===== src/rtl/shifter_pkg.sv =====
// Shared types and helpers for the pipelined barrel shifter.
package shifter_pkg;

    typedef enum logic [1:0] {
        OP_SRL = 2'b00,
        OP_SRA = 2'b01,
        OP_SLL = 2'b10,
        OP_ROR = 2'b11
    } shift_op_t;

    // Upper bound on data width handled by bit_rev; callers cast to/from their own width.
    localparam int REV_MAX_W = 1024;

    function automatic logic [REV_MAX_W-1:0] bit_rev(input logic [REV_MAX_W-1:0] d, input int w);
        logic [REV_MAX_W-1:0] r;
        r = '0;
        for (int i = 0; i < REV_MAX_W; i++) begin
            if (i < w) r[i] = d[w-1-i];
        end
        return r;
    endfunction

endpackage


===== src/rtl/shift_level.sv =====
// One combinational level of the shifter: right shift by DIST when sel_i is set.
// ROTATE_SHIFT_EN adds the wrap path that feeds the shifted-out bits back in at the top.
module shift_level #(
    parameter int WIDTH = 32,
    parameter int DIST  = 1
) (
    input  logic [WIDTH-1:0] data_i,
    input  logic             fill_i,
    input  logic             sel_i,
    input  logic             rot_i,
    output logic [WIDTH-1:0] data_o
);

    logic [DIST-1:0] wrap;

`ifdef ROTATE_SHIFT_EN
    assign wrap = rot_i ? data_i[DIST-1:0] : {DIST{fill_i}};
`else
    logic rot_unused;
    assign rot_unused = rot_i;
    assign wrap       = {DIST{fill_i}};
`endif

    assign data_o = sel_i ? {wrap, data_i[WIDTH-1:DIST]} : data_i;

endmodule


===== src/rtl/pipelined_barrel_shifter.sv =====
// Pipelined SRL/SRA/SLL(/ROR) barrel shifter with a global-stall valid/ready pipe.
// ROTATE_SHIFT_EN enables op 11 as rotate-right; otherwise op 11 behaves as SRL.
module pipelined_barrel_shifter
    import shifter_pkg::*;
#(
    parameter int WIDTH     = 32,
    parameter int AMT_W     = $clog2(WIDTH),
    parameter int REG_EVERY = 2
) (
    input  logic             clock,
    input  logic             reset,
    input  logic             in_valid,
    output logic             in_ready,
    input  logic [WIDTH-1:0] in_data,
    input  logic [AMT_W-1:0] in_amt,
    input  shift_op_t        in_op,
    output logic             out_valid,
    input  logic             out_ready,
    output logic [WIDTH-1:0] out_data,
    output logic             out_zero
);

    localparam int LATENCY = (AMT_W + REG_EVERY - 1) / REG_EVERY;

    logic               advance;
    logic [LATENCY:0]   vld_pipe;
    logic [LATENCY-1:0] vld_q;

    assign advance   = !out_valid || out_ready;
    assign in_ready  = advance;
    assign vld_pipe  = {vld_q, in_valid};
    assign out_valid = vld_pipe[LATENCY];
    assign out_zero  = out_valid && (out_data == '0);

    always_ff @(posedge clock or posedge reset) begin
        if (reset)        vld_q <= '0;
        else if (advance) vld_q <= vld_pipe[LATENCY-1:0];
    end

    // SLL is done as a right shift on bit-reversed data, undone at the exit register.
    logic [WIDTH-1:0] ent_dat;
    logic             ent_fill, ent_rot, ent_rev;

    assign ent_rev  = (in_op == OP_SLL);
    assign ent_fill = (in_op == OP_SRA) && in_data[WIDTH-1];
`ifdef ROTATE_SHIFT_EN
    assign ent_rot  = (in_op == OP_ROR);
`else
    assign ent_rot  = 1'b0;
`endif
    assign ent_dat  = ent_rev ? WIDTH'(bit_rev(REV_MAX_W'(in_data), WIDTH)) : in_data;

    for (genvar l = 0; l < AMT_W; l++) begin : g_lvl
        localparam int DIST = 1 << (AMT_W - 1 - l);

        logic [WIDTH-1:0]   d_in, d_out;
        logic               fill_in, rot_in, rev_in;
        logic [AMT_W-1-l:0] amt_in;   // only the amount bits not yet consumed

        if (l == 0) begin : g_first
            assign d_in    = ent_dat;
            assign fill_in = ent_fill;
            assign rot_in  = ent_rot;
            assign rev_in  = ent_rev;
            assign amt_in  = in_amt;
        end else begin : g_next
            assign d_in    = g_lvl[l-1].g_mid.pipe_dat;
            assign fill_in = g_lvl[l-1].g_mid.pipe_fill;
            assign rot_in  = g_lvl[l-1].g_mid.pipe_rot;
            assign rev_in  = g_lvl[l-1].g_mid.pipe_rev;
            assign amt_in  = g_lvl[l-1].g_mid.pipe_amt;
        end

        shift_level #(
            .WIDTH (WIDTH),
            .DIST  (DIST)
        ) u_level (
            .data_i (d_in),
            .fill_i (fill_in),
            .sel_i  (amt_in[AMT_W-1-l]),
            .rot_i  (rot_in),
            .data_o (d_out)
        );

        if (l == AMT_W - 1) begin : g_out
            logic [WIDTH-1:0] data_d, data_q;

            assign data_d = rev_in ? WIDTH'(bit_rev(REV_MAX_W'(d_out), WIDTH)) : d_out;

            always_ff @(posedge clock or posedge reset) begin
                if (reset)        data_q <= '0;
                else if (advance) data_q <= data_d;
            end

            assign out_data = data_q;
        end else begin : g_mid
            logic [WIDTH-1:0]   pipe_dat;
            logic               pipe_fill, pipe_rot, pipe_rev;
            logic [AMT_W-2-l:0] pipe_amt;

            if (((l + 1) % REG_EVERY) == 0) begin : g_reg
                logic [WIDTH-1:0]   dat_q;
                logic               fill_q, rot_q, rev_q;
                logic [AMT_W-2-l:0] amt_q;

                always_ff @(posedge clock or posedge reset) begin
                    if (reset) begin
                        dat_q  <= '0;
                        fill_q <= 1'b0;
                        rot_q  <= 1'b0;
                        rev_q  <= 1'b0;
                        amt_q  <= '0;
                    end else if (advance) begin
                        dat_q  <= d_out;
                        fill_q <= fill_in;
                        rot_q  <= rot_in;
                        rev_q  <= rev_in;
                        amt_q  <= amt_in[AMT_W-2-l:0];
                    end
                end

                assign pipe_dat  = dat_q;
                assign pipe_fill = fill_q;
                assign pipe_rot  = rot_q;
                assign pipe_rev  = rev_q;
                assign pipe_amt  = amt_q;
            end else begin : g_pass
                assign pipe_dat  = d_out;
                assign pipe_fill = fill_in;
                assign pipe_rot  = rot_in;
                assign pipe_rev  = rev_in;
                assign pipe_amt  = amt_in[AMT_W-2-l:0];
            end
        end
    end

endmodule

===== config.mk =====
export PLATFORM = sky130hd
export DESIGN_NAME = pipelined_barrel_shifter
export DESIGN_NICKNAME = d
export VERILOG_FILES = /design/src/rtl/shifter_pkg.sv /design/src/rtl/shift_level.sv /design/src/rtl/pipelined_barrel_shifter.sv
export SDC_FILE = /design/constraint.sdc
export NUM_CORES = 1
export LEC_CHECK = 0
export ABC_AREA = 1
export CORE_MARGIN = 4
export CORE_UTILIZATION = 59
export CTS_BUF_LIST = sky130_fd_sc_hd__clkbuf_8
export DETAILED_ROUTE_END_ITERATION = 6
export PLACE_DENSITY = 0.83
export SYNTH_ARGS = -nofsm -noshare
export SYNTH_HDL_FRONTEND = slang
export SYNTH_HIERARCHICAL = 1
export SYNTH_SLANG_ARGS = --single-unit

===== constraint.sdc =====
create_clock -name clock -period 4.53 [get_ports clock]
set_clock_uncertainty 0.2 [all_clocks]
set_input_delay 0.453 -clock clock [delete_from_list [all_inputs] [get_ports clock]]
set_output_delay 0.453 -clock clock [all_outputs]
set_load 0.05 [all_outputs]

==> summary.md <==
| Metric | Value |
|---|---|
| Clock buffer depth | `2` |
| Antenna Nets Post-Route | `0` |
| TritonCTS Buffers | `9` |
| Die Width | `between 100 and 150 µm` |
| RSZ-0062 raised after global routing | `false` |
| Placed cell count | `1,135` |
| Tot Pwr | `4.25 mW` |
| Vias in the first global route | `about 5.6k` |
| Worst-Skew Late Latency | `370 ps` |
| Leakage power | `4.21 nW` |
| Core area | `11,600 µm²` |
| Synthesized instance count | `970` |
| Max-cap violations | `0` |
| Final Max Slew Viols | `0` |
| Die Span Y | `118 µm` |
| Req. time, crit path | `~3900 ps` |
| Synthesized cell area | `7110 µm²` |
| CTS root buffer | `clkbuf_8` |
| Area grow syn2layout | `10.3%` |
| Inserted Diodes | `0` |
| Most common cell after layout, fill and taps aside | `nand2_1` |
| Crit-path max FO | `17` |
| Routed via count | `between 5k and 6k` |
| WHS Path Cells | `2` |
| R2R cell count | `4` |
| Gr usage total | `0.223` |
| Initial antenna violation count | `0` |
| Synth warnings | `6` |
| Overall die area | `approximately 14,000 µm²` |
| Worst-Margin Slew | `around 1100 ps` |
| Final period util | `0.663` |
| Fin. Hold Viols | `0` |
| DR iter-0 viols | `440` |
| Critical Path Source Type | `flip-flop` |
| Port bufs | `slightly below 80` |
| CTS sink count | `107` |
| Max_slew headroom | `0.289` |
| Status | `completed` |
| Row cnt | `39` |
| Syn avg cell area | `7.33 µm²` |
| Layout Cells excl Fill | `between 1k and 1.5k` |
| DR WL/cell | `about 13 µm` |
| Crit path time final | `approximately 3000 ps` |
| Share of cells above drive strength 1 | `0.129` |
| Detail Placement HPWL | `~11,000 µm` |
| CP endpoint kind | `output port` |
| Via-per-instance ratio | `around 5.2` |
| Synth Net Count | `around 1k` |
| Critical setup path kind | `flip-flop to output port` |
| Post-CTS Setup Bufs | `0` |
| Max Freq | `~0.33 GHz` |
| Most frequent cells in the layout | `520 x nand2_1, 107 x dfrtp_1, 77 x clkdlybuf4s50_1` |
| Setup-failing EPs final | `0` |
| Drt pass-1 iters | `4` |
| Gpl congestion | `between 0.9 and 1` |
| Pin count of the biggest net entering global routing | `approximately 130` |
| Filler cells | `slightly below 1k` |
| Clk pin slew, worst setup/hold paths | `approximately 100 ps` |
| Final #Nets | `roughly 1.0k` |
| Setup TNS | `0 ps` |
| WL final | `~15,000 µm` |
| Post-cts resize count | `0` |
| PD cells | `roughly 540 nW/µm²` |
| First-pass GRT wire length | `between 20,000 and 30,000 µm` |
| Residual DRC | `0` |
| GRT overflow | `0` |
| IO Count | `between 70 and 80` |
| Worst vdd ir | `0.205 mV` |
| CTS tree | `done` |
| Initial Util | `0.613` |
| # H-tree levels | `3` |
| Worst Hold Class | `flip-flop to flip-flop` |
| # hold bufs at CTS | `0` |
| Worst EP arrival | `2350 ps` |
[registers in the layout, summed over array words and instances (netlist names)]
name,flops
g_lvl.g_mid.g_reg.fill_q,2
out_data,32
vld_q,3
g_lvl.g_mid.g_reg.amt_q,4
g_lvl.g_mid.g_reg.dat_q,64
g_lvl.g_mid.g_reg.rev_q,2
[final cells by class]
cell class              instances  area [µm²]  area share
clock buffers                  11         151      0.0193
well taps                     143         179      0.0228
repair buffers                 83         828       0.106
multi-input cells             748        3740       0.476
clock inverters                 3        47.5     0.00606
inverters                      54         225      0.0287
flip-flops and latches        107        2680       0.341
[power breakdown]
part	internal (mW)	switching (mW)
Sequential	1.27	0.298
Combinational	0.811	1.28
Clock	0.283	0.312
Total	2.36	1.89
[path summary, 6_finish.rpt]
| path | startpoint | endpoint | slack, ps |
|---|---|---|---|
| worst min register to register | vld_q[1] | vld_q[2] | 260 |
| max in group asynchronous | reset | out_data[9] | 2760 |
| worst min-delay path | vld_q[1] | vld_q[2] | 260 |
| min in group asynchronous | reset | vld_q[1] | 410 |
| worst max register to register | g_lvl[1].g_mid.g_reg.amt_q[1] | g_lvl[3].g_mid.g_reg.dat_q[22] | 2280 |
| worst max-delay path | vld_q[2] | out_zero | 1520 |
[routing by layer]
| layer | vias up | GRT usage | part of all wire |
|---|---|---|---|
| li1 | 3087 | - | - |
| met1 | 2730 | 0.289 | 0.45 |
| met2 | 149 | 0.383 | 0.48 |
| met3 | 25 | 0.0317 | 0.042 |
| met4 | 0 | 0.0740 | 0.020 |
| met5 | - | 0 | 0 |
[worst max-delay path: stages (launching register included)]
cell             delay [ps]
dfrtp_1                 750
nand2_1                 110
nor2_1                  140
nand3_1                  80
nor2_1                   80
clkdlybuf4s50_1         800
[per-stage QoR]
stage          hold WS, ps  cell area [µm²]   util  setup WS (ps)
5_1_grt                295             7850  0.676           1340
3_5_place_dp           238             7650  0.659           1440
6_report               258             7850  0.676           1520
2_1_floorplan          220             7110      -           1060
4_1_cts                263             7850  0.676           1490
3_3_place_gp           231             7650  0.659           1470
Note: power is estimated with default switching activity, not from simulation.
